==> src/rtl/tff_updown_counter.sv <==
// Up/down modulus counter built from WIDTH toggle flip-flops.
// The toggle vector T is exported so the per-bit toggle pattern can be
// observed next to the count. Next count is chosen by priority:
// LOAD (clamped to MODULUS-1), then EN with direction UP, else hold.
// TC flags the step that will wrap, WRAP is its registered copy, and
// G is a Gray-coded view of Q.
module tff_updown_counter #(
  parameter int WIDTH   = 3,
  parameter int MODULUS = 2 ** WIDTH
) (
  input  logic             CLK,
  input  logic             RST_N,
  input  logic             EN,
  input  logic             UP,
  input  logic             LOAD,
  input  logic [WIDTH-1:0] D,
  output logic [WIDTH-1:0] Q,
  output logic [WIDTH-1:0] T,
  output logic [WIDTH-1:0] G,
  output logic             TC,
  output logic             WRAP
);

  // Highest legal count; all wrap decisions compare against this
  // rather than relying on natural 2**WIDTH overflow.
  localparam logic [WIDTH-1:0] CNT_MAX = WIDTH'(MODULUS - 1);
  localparam logic [WIDTH-1:0] ONE     = WIDTH'(1);

  logic [WIDTH-1:0] q_next;

  // Next-count selection; an out-of-range Q is forced to 0 on any enabled step.
  always_comb begin
    q_next = Q;
    if (LOAD) begin
      q_next = (D > CNT_MAX) ? CNT_MAX : D;
    end else if (EN) begin
      if (Q > CNT_MAX) begin
        q_next = '0;
      end else if (UP) begin
        q_next = (Q == CNT_MAX) ? '0 : Q + ONE;
      end else begin
        q_next = (Q == '0) ? CNT_MAX : Q - ONE;
      end
    end
  end

  // Toggle enables, terminal count and Gray view are pure functions of state and inputs.
  always_comb begin
    T  = q_next ^ Q;
    G  = Q ^ (Q >> 1);
    TC = EN & ~LOAD & ((UP & (Q == CNT_MAX)) | (~UP & (Q == '0)));
  end

  // T flip-flop bank: each bit only ever toggles under its own enable.
  always_ff @(posedge CLK or negedge RST_N) begin
    if (!RST_N) begin
      Q <= '0;
    end else begin
      for (int i = 0; i < WIDTH; i++) begin
        Q[i] <= Q[i] ^ T[i];
      end
    end
  end

  // Wrap pulse: high for the single cycle after a wrapping edge.
  always_ff @(posedge CLK or negedge RST_N) begin
    if (!RST_N) begin
      WRAP <= 1'b0;
    end else begin
      WRAP <= TC;
    end
  end

endmodule
==> config.mk <==
export PLATFORM = sky130hd
export DESIGN_NAME = tff_updown_counter
export DESIGN_NICKNAME = d
export VERILOG_FILES = /design/src/rtl/tff_updown_counter.sv
export SDC_FILE = /design/constraint.sdc
export NUM_CORES = 1
export LEC_CHECK = 0
export BUFFER_PORTS_ARGS = -buffer_cell sky130_fd_sc_hd__buf_2
export CORE_AREA = 8 8 45 47
export CTS_BUF_LIST = sky130_fd_sc_hd__clkbuf_8
export CTS_CLUSTER_SIZE = 16
export DETAILED_ROUTE_END_ITERATION = 10
export DIE_AREA = 0 0 53 55
export PLACE_DENSITY_LB_ADDON = 0.3
export SLEW_MARGIN = 0
export SYNTH_ARGS = -nofsm -noshare
export SYNTH_HDL_FRONTEND = slang
export SYNTH_SLANG_ARGS = --single-unit
==> constraint.sdc <==
create_clock -name CLK -period 6.6 [get_ports CLK]
set_clock_uncertainty 0.15 [all_clocks]
set_input_delay 1.98 -clock CLK [delete_from_list [all_inputs] [get_ports CLK]]
set_output_delay 1.98 -clock CLK [all_outputs]
set_load 0.1 [all_outputs]
==> results of run 1 <==
[logic make-up (layout without fill, tap and decap cells)]
kind of cell / count (synthesis) / in the layout
flops: 4 / 4
simple gates: 17 / 17
fa+ha+maj: 5 / 5
buf+inv: 6 / 24
compound gates: 22 / 22
[power by group]
group          total (mW)  switching (mW)  leakage [nW]  internal [mW]
Clock              0.0504          0.0116        0.0216         0.0388
Combinational       0.112          0.0910         0.210         0.0213
Sequential         0.0319         0.00488        0.0488         0.0270
[tightest hold or removal path, stage by stage, from the launching register on]
cell      delay [ns]
dfrtp_1         0.46
a21oi_1         0.17
a21boi_0        0.09
[area by class of cell]
type | instances | area, um^2 | area share [%]
Timing Repair Buffer | 18 | 90.1 | 15.9
Multi-Input combinational cell | 44 | 303 | 53.5
Tap cell | 16 | 20.0 | 3.54
Clock buffer | 3 | 41.3 | 7.30
Inverter | 3 | 11.3 | 1.99
Sequential cell | 4 | 100 | 17.7
[registers in the layout, indices dropped and copies added (netlist names)]
register / cells
Q: 3
WRAP: 1
[routing by layer]
layer	routed length [um]	vias to the layer above	global-route usage (%)
met4	15	0	3.88
met2	551	12	13.3
met3	75	3	3.48
met5	0	-	0
li1	-	236	-
met1	496	207	9.63
[placed cells by master, fill, tap and decap left out]
| cell type | count |
|---|---|
| a21oi_1 | 7 |
| o221ai_1 | 1 |
| a31oi_1 | 2 |
| nand2b_1 | 5 |
| a21boi_0 | 2 |
| inv_1 | 3 |
| clkbuf_8 | 3 |
| nand3b_1 | 1 |
| nor3b_1 | 2 |
| a21o_1 | 1 |
| buf_2 | 18 |
| and3b_1 | 1 |
| nor2_1 | 3 |
| o22ai_1 | 1 |
| a32oi_1 | 1 |
| or3_1 | 1 |
| o21a_1 | 3 |
| o21ai_0 | 2 |
| a22o_1 | 1 |
| ha_1 | 5 |
| nand2_1 | 4 |
| o311a_1 | 1 |
| dfrtp_1 | 4 |
[worst min path at each step]
stage,start,to,slack [ns]
after global routing,Q[0],Q[0],0.66
after detailed placement,Q[0],Q[0],0.62
after floorplan,Q[0],Q[0],0.99
after global placement,Q[0],Q[0],0.60
final,Q[0],Q[0],0.62
after CTS,Q[0],Q[0],0.61
==> out/results.tsv, run 1 <==
stage	metric	value	unit
status	status	finished clean	
routing	final WL	1140	um
power	Leak	0.280	nW
worst_setup_path	Buffers & Inverters on Critical Path	2	
logic_synthesis	Synth Warn #	0	
routing	First DRT Iteration DRCs	7	
clock_tree	cts hold-fix bufs	0	
worst_setup_path	Worst R2R Path Depth	6	
worst_setup_path	crit path capture	T[1]	
logic_synthesis	number of synthesized flops with an enable pin	0	
worst_setup_path	arrival time worst endpoint	3.39	ns
logic_synthesis	post-synthesis mux area share	0	%
logic_synthesis	Synthesized Nets	67	
routing	First-pass DRT Iterations	3	
worst_setup_path	Critical Path Fanout Max	8	
clock_tree	H-tree Lvls	1	
logic_synthesis	largest family of logic cells by synthesized area	compound AO/OA/AOI/OAI gates	
power	P per Cell Area	344	nW/um^2
sta	Slew Viols, Final	0	
sta	setup_tns	0	ns
floorplanning	die footprint	2920	um^2
routing	Final ANT Viol Nets	0	
clock_tree	Num CTS Buffers	3	
worst_setup_path	CP max stage delay	0.44	ns
placement	gpl congestion	0.740	
logic_synthesis	async set-reset flop share out of synthesis	100	%
clock_tree	Worst-Skew Late Latency	0.22	ns
logic_synthesis	Cell variety after synth	24	
placement	Placed Cells	85	
worst_setup_path	Critical Path Source	UP	
min_path	hold depth	2	
cells_and_area	Layout fillers	140	
worst_setup_path	Slowest-stage cell, CP	buf_2	
logic_synthesis	largest area contributor in the netlist	dfrtp_1	
min_path	Hold Crit Class	flop to flop	
clock_tree	clock tree buffer depth	2	
logic_synthesis	syn_area_per_cell	7.97	um^2
worst_setup_path	capturing point of the worst reg2reg path	Q[1]	
worst_setup_path	Critical R2R Launch	Q[0]	
clock_tree	CTS tree	yes	
global_route	global route overflow	0	
worst_setup_path	most used cell, CP	buf_2	
logic_synthesis	cells after synthesis	54	
floorplanning	Core ar.	1380	um^2
placement	Place WS	1.08	ns
cells_and_area	n_diodes	0	
sta	Final Setup Violations	0	
global_route	largest net degree at the start of global routing	14	
floorplanning	initial core utilization	31.1	%
logic_synthesis	Main synth FF type	dfrtp_1	
logic_synthesis	register area share after synthesis	23.3	%
sta	Worst Slack Setup Final	1.08	ns
cells_and_area	fin nets	87	
worst_setup_path	worst path required time	4.47	ns
cells_and_area	Design Area, Final	566	um^2
routing	via density per instance	5.20	
worst_setup_path	Levels on crit path	6	
placement	IO buf count	18	
logic_synthesis	XOR/XNOR share of the synthesized area	0	%
run	max_cap viols	0	
logic_synthesis	top-area cell type share of the netlist area	23.3	%
logic_synthesis	simple-gate area share of the yosys netlist	22.1	%
global_route	first-pass GRT wire length	1820	um
floorplanning	Ports	19	
clock_tree	clock root cell	clkbuf_8	
sta	slew at the pin closest to its max-slew limit	0.489	ns
logic_synthesis	Area contributors post-synth	dfrtp_1 23%, ha_1 15%, a21oi_1 8.1%	
logic_synthesis	Synth Area in Compound Gates	33.7	%
cells_and_area	area grow syn2layout	31.4	%
global_route	vias in the first global route	446	
power	Max IR drop VDD	148	uV
sta	fin crit share	83.6	%
cells_and_area	Layout Cells excl Fill	88	
power	Pwr Total	0.195	mW
logic_synthesis	most instantiated cells after synthesis	7 x a21oi_1, 5 x ha_1, 5 x nand2b_1	
cells_and_area	Layout Utilization	40.9	%
worst_setup_path	critical path's top delay family	compound AO/OA/AOI/OAI gates	
routing	DRC violations left	0	
sta	Tmin final	5.52	ns
sta	final hold vios	0	
worst_setup_path	Setup CP Type	input port to output pin	
global_route	antenna violations before repair	0	
worst_setup_path	CP endpoint kind	output pin	
worst_setup_path	CP Launch Type	input port	
sta	slew margin rel.	67.6	%
placement	placed cell area	524	um^2
logic_synthesis	post-synthesis register bit count	4	
logic_synthesis	Post-Synth Adder-Cell Area	14.5	%
logic_synthesis	synthesized cell area	430	um^2
placement	HPWL reported at the end of detailed placement	926	um
sta	RSZ-0062 raised after global routing	false	
routing	DR WL/cell	12.9	um
floorplanning	Die Height	55	um
clock_tree	post-CTS resize count	0	
routing	Vias	458	
clock_tree	CTS sink count	4	
cells_and_area	share of layout cells above drive strength 1	29.2	%
sta	Peak Freq	0.181	GHz
sta	hold_ws	0.619	ns
clock_tree	CTS clk-pin slew, worst paths	0.03	ns
floorplanning	Die Wd	53	um
worst_setup_path	setup slack, reg-to-reg	4.70	ns
floorplanning	num rows	14	
worst_setup_path	crit-path cells	buf_2 -> and3b_1 -> o21a_1 -> o311a_1 -> a31oi_1 -> buf_2	
logic_synthesis	cell with the most instances after synthesis	a21oi_1	
global_route	gr usage total	8.38	%
clock_tree	# Post-CTS Setup Buffers	0	
(Power assumes the default switching activity.)
==> inputs of run 2 (changes only) <==
- clock period: 6.6 -> 5.4 ns (I/O delays scaled with it)
==> out/results.tsv, run 2 (synthesized netlist as in run 1, its figures left out) <==
stage	metric	value	unit
status	status	finished clean	
worst_setup_path	CP Launch Type	input port	
global_route	GRT met2 Usage	13.3	%
clock_tree	post-CTS resize count	0	
clock_tree	clock root cell	clkbuf_8	
worst_setup_path	worst path required time	3.63	ns
sta	RSZ-0062 raised after global routing	false	
min_path	hold depth	2	
global_route	vias in the first global route	442	
worst_setup_path	CP max stage delay	0.44	ns
clock_tree	# Post-CTS Setup Buffers	0	
placement	gpl congestion	0.717	
min_path	Hold Crit Class	flop to flop	
min_path	Hold EP	Q[0]	
clock_tree	clock tree buffer depth	2	
cells_and_area	Layout Utilization	42.3	%
routing	Vias	456	
clock_tree	CTS tree	yes	
placement	HPWL reported at the end of detailed placement	942	um
routing	DR WL/cell	13.4	um
cells_and_area	Layout Cells excl Fill	88	
cells_and_area	fin nets	87	
floorplanning	Die Wd	53	um
cells_and_area	most frequent cells in the layout	18 x buf_2, 7 x a21oi_1, 5 x nand2b_1, 5 x ha_1	
global_route	gr usage total	8.58	%
sta	setup_tns	0	ns
cells_and_area	most common cell after layout, fill and taps aside	buf_2	
sta	final hold vios	0	
power	Max IR drop VDD	143	uV
floorplanning	die footprint	2920	um^2
cells_and_area	share of layout cells above drive strength 1	33.3	%
sta	Final Setup Violations	0	
clock_tree	CTS sink count	4	
floorplanning	num rows	14	
placement	Placed Cells	85	
global_route	GR Layer Usage met3	1.87	%
worst_setup_path	capturing point of the worst reg2reg path	Q[1]	
sta	Worst Slack Setup Final	0.557	ns
min_path	hold path start	Q[0]	
clock_tree	Worst-Skew Late Latency	0.22	ns
global_route	first-pass GRT wire length	1860	um
routing	First-pass DRT Iterations	4	
placement	placed cell area	544	um^2
routing	DRC violations left	0	
cells_and_area	Regs by FF count	Q (3), WRAP (1)	
global_route	antenna violations before repair	0	
sta	Peak Freq	0.206	GHz
sta	Slew Viols, Final	0	
worst_setup_path	Slowest-stage cell, CP	buf_2	
cells_and_area	Largest register FFs	3	
placement	Place WS	0.584	ns
run	max_cap viols	0	
power	P per Cell Area	414	nW/um^2
cells_and_area	Design Area, Final	586	um^2
routing	First DRT Iteration DRCs	4	
routing	Final ANT Viol Nets	0	
global_route	global route overflow	0	
routing	via density per instance	5.18	
floorplanning	Core ar.	1380	um^2
global_route	gr busiest metal	met2	
clock_tree	cts hold-fix bufs	0	
worst_setup_path	Setup CP Type	input port to output pin	
sta	slew margin rel.	67.6	%
worst_setup_path	Worst R2R Path Depth	6	
floorplanning	Ports	19	
cells_and_area	area grow syn2layout	36.0	%
worst_setup_path	setup slack, reg-to-reg	3.47	ns
floorplanning	initial core utilization	31.1	%
worst_setup_path	Critical R2R Launch	Q[0]	
cells_and_area	n_diodes	0	
power	Leak	0.282	nW
cells_and_area	register with the most flip-flops	Q	
sta	Tmin final	4.84	ns
worst_setup_path	arrival time worst endpoint	3.07	ns
sta	slew at the pin closest to its max-slew limit	0.489	ns
routing	final WL	1180	um
worst_setup_path	most used cell, CP	buf_2	
worst_setup_path	Critical Path Fanout Max	8	
clock_tree	CTS clk-pin slew, worst paths	0.03	ns
global_route	largest net degree at the start of global routing	14	
clock_tree	H-tree Lvls	1	
placement	IO buf count	18	
global_route	M1 GR Usage	9.73	%
sta	fin crit share	89.7	%
clock_tree	Num CTS Buffers	3	
floorplanning	Die Height	55	um
worst_setup_path	CP endpoint kind	output pin	
worst_setup_path	crit-path cells	buf_2 -> nor3b_1 -> o221ai_1 -> o21a_1 -> a31oi_2 -> buf_2	
[run 2: final cells by class]
type | instances | area (um^2)
fillers | 161 | 798
multi-input cells | 44 | 323
flip-flops and latches | 4 | 100
repair buffers | 18 | 90.1
clock buffers | 3 | 41.3
well taps | 16 | 20.0
inverters | 3 | 11.3
[run 2: worst max path at each step]
stage	start	end	slack [ns]	depth (start not counted)
final	UP	T[0]	0.56	6
after global routing	UP	T[0]	0.47	6
after CTS	UP	T[1]	0.57	6
after detailed placement	UP	T[1]	0.58	6
after global placement	UP	T[0]	0.59	6
after floorplan	Q[1]	T[1]	-0.11	6
[run 2: report_power, final]
| part | switching [mW] | internal, mW | total, mW | leakage, nW |
|---|---|---|---|---|
| Sequential | 0.00631 | 0.0330 | 0.0393 | 0.0488 |
| Clock | 0.0151 | 0.0475 | 0.0626 | 0.0216 |
| Combinational | 0.113 | 0.0277 | 0.140 | 0.212 |
| Total | 0.134 | 0.108 | 0.242 | 0.282 |
[run 2: critical path, delay by kind of cell]
| family | cells | cell delay, ns |
|---|---|---|
| AO/OA/AOI/OAI | 3 | 0.57 |
| buffers and inverters | 2 | 0.58 |
| AND/OR/NAND/NOR | 1 | 0.29 |
[run 2: through the flow]
step | power [mW] | hold slack [ns]
after floorplan | 0.162 | 1.00
after global placement | 0.180 | 0.623
after detailed placement | 0.180 | 0.607
after CTS | 0.245 | 0.612
after global routing | 0.256 | 0.692
final | 0.242 | 0.624
[run 2: metal layers]
layer	vias up	routed length, um
met5	-	0
met4	0	26
met3	2	103
met2	16	514
met1	205	534
li1	233	-
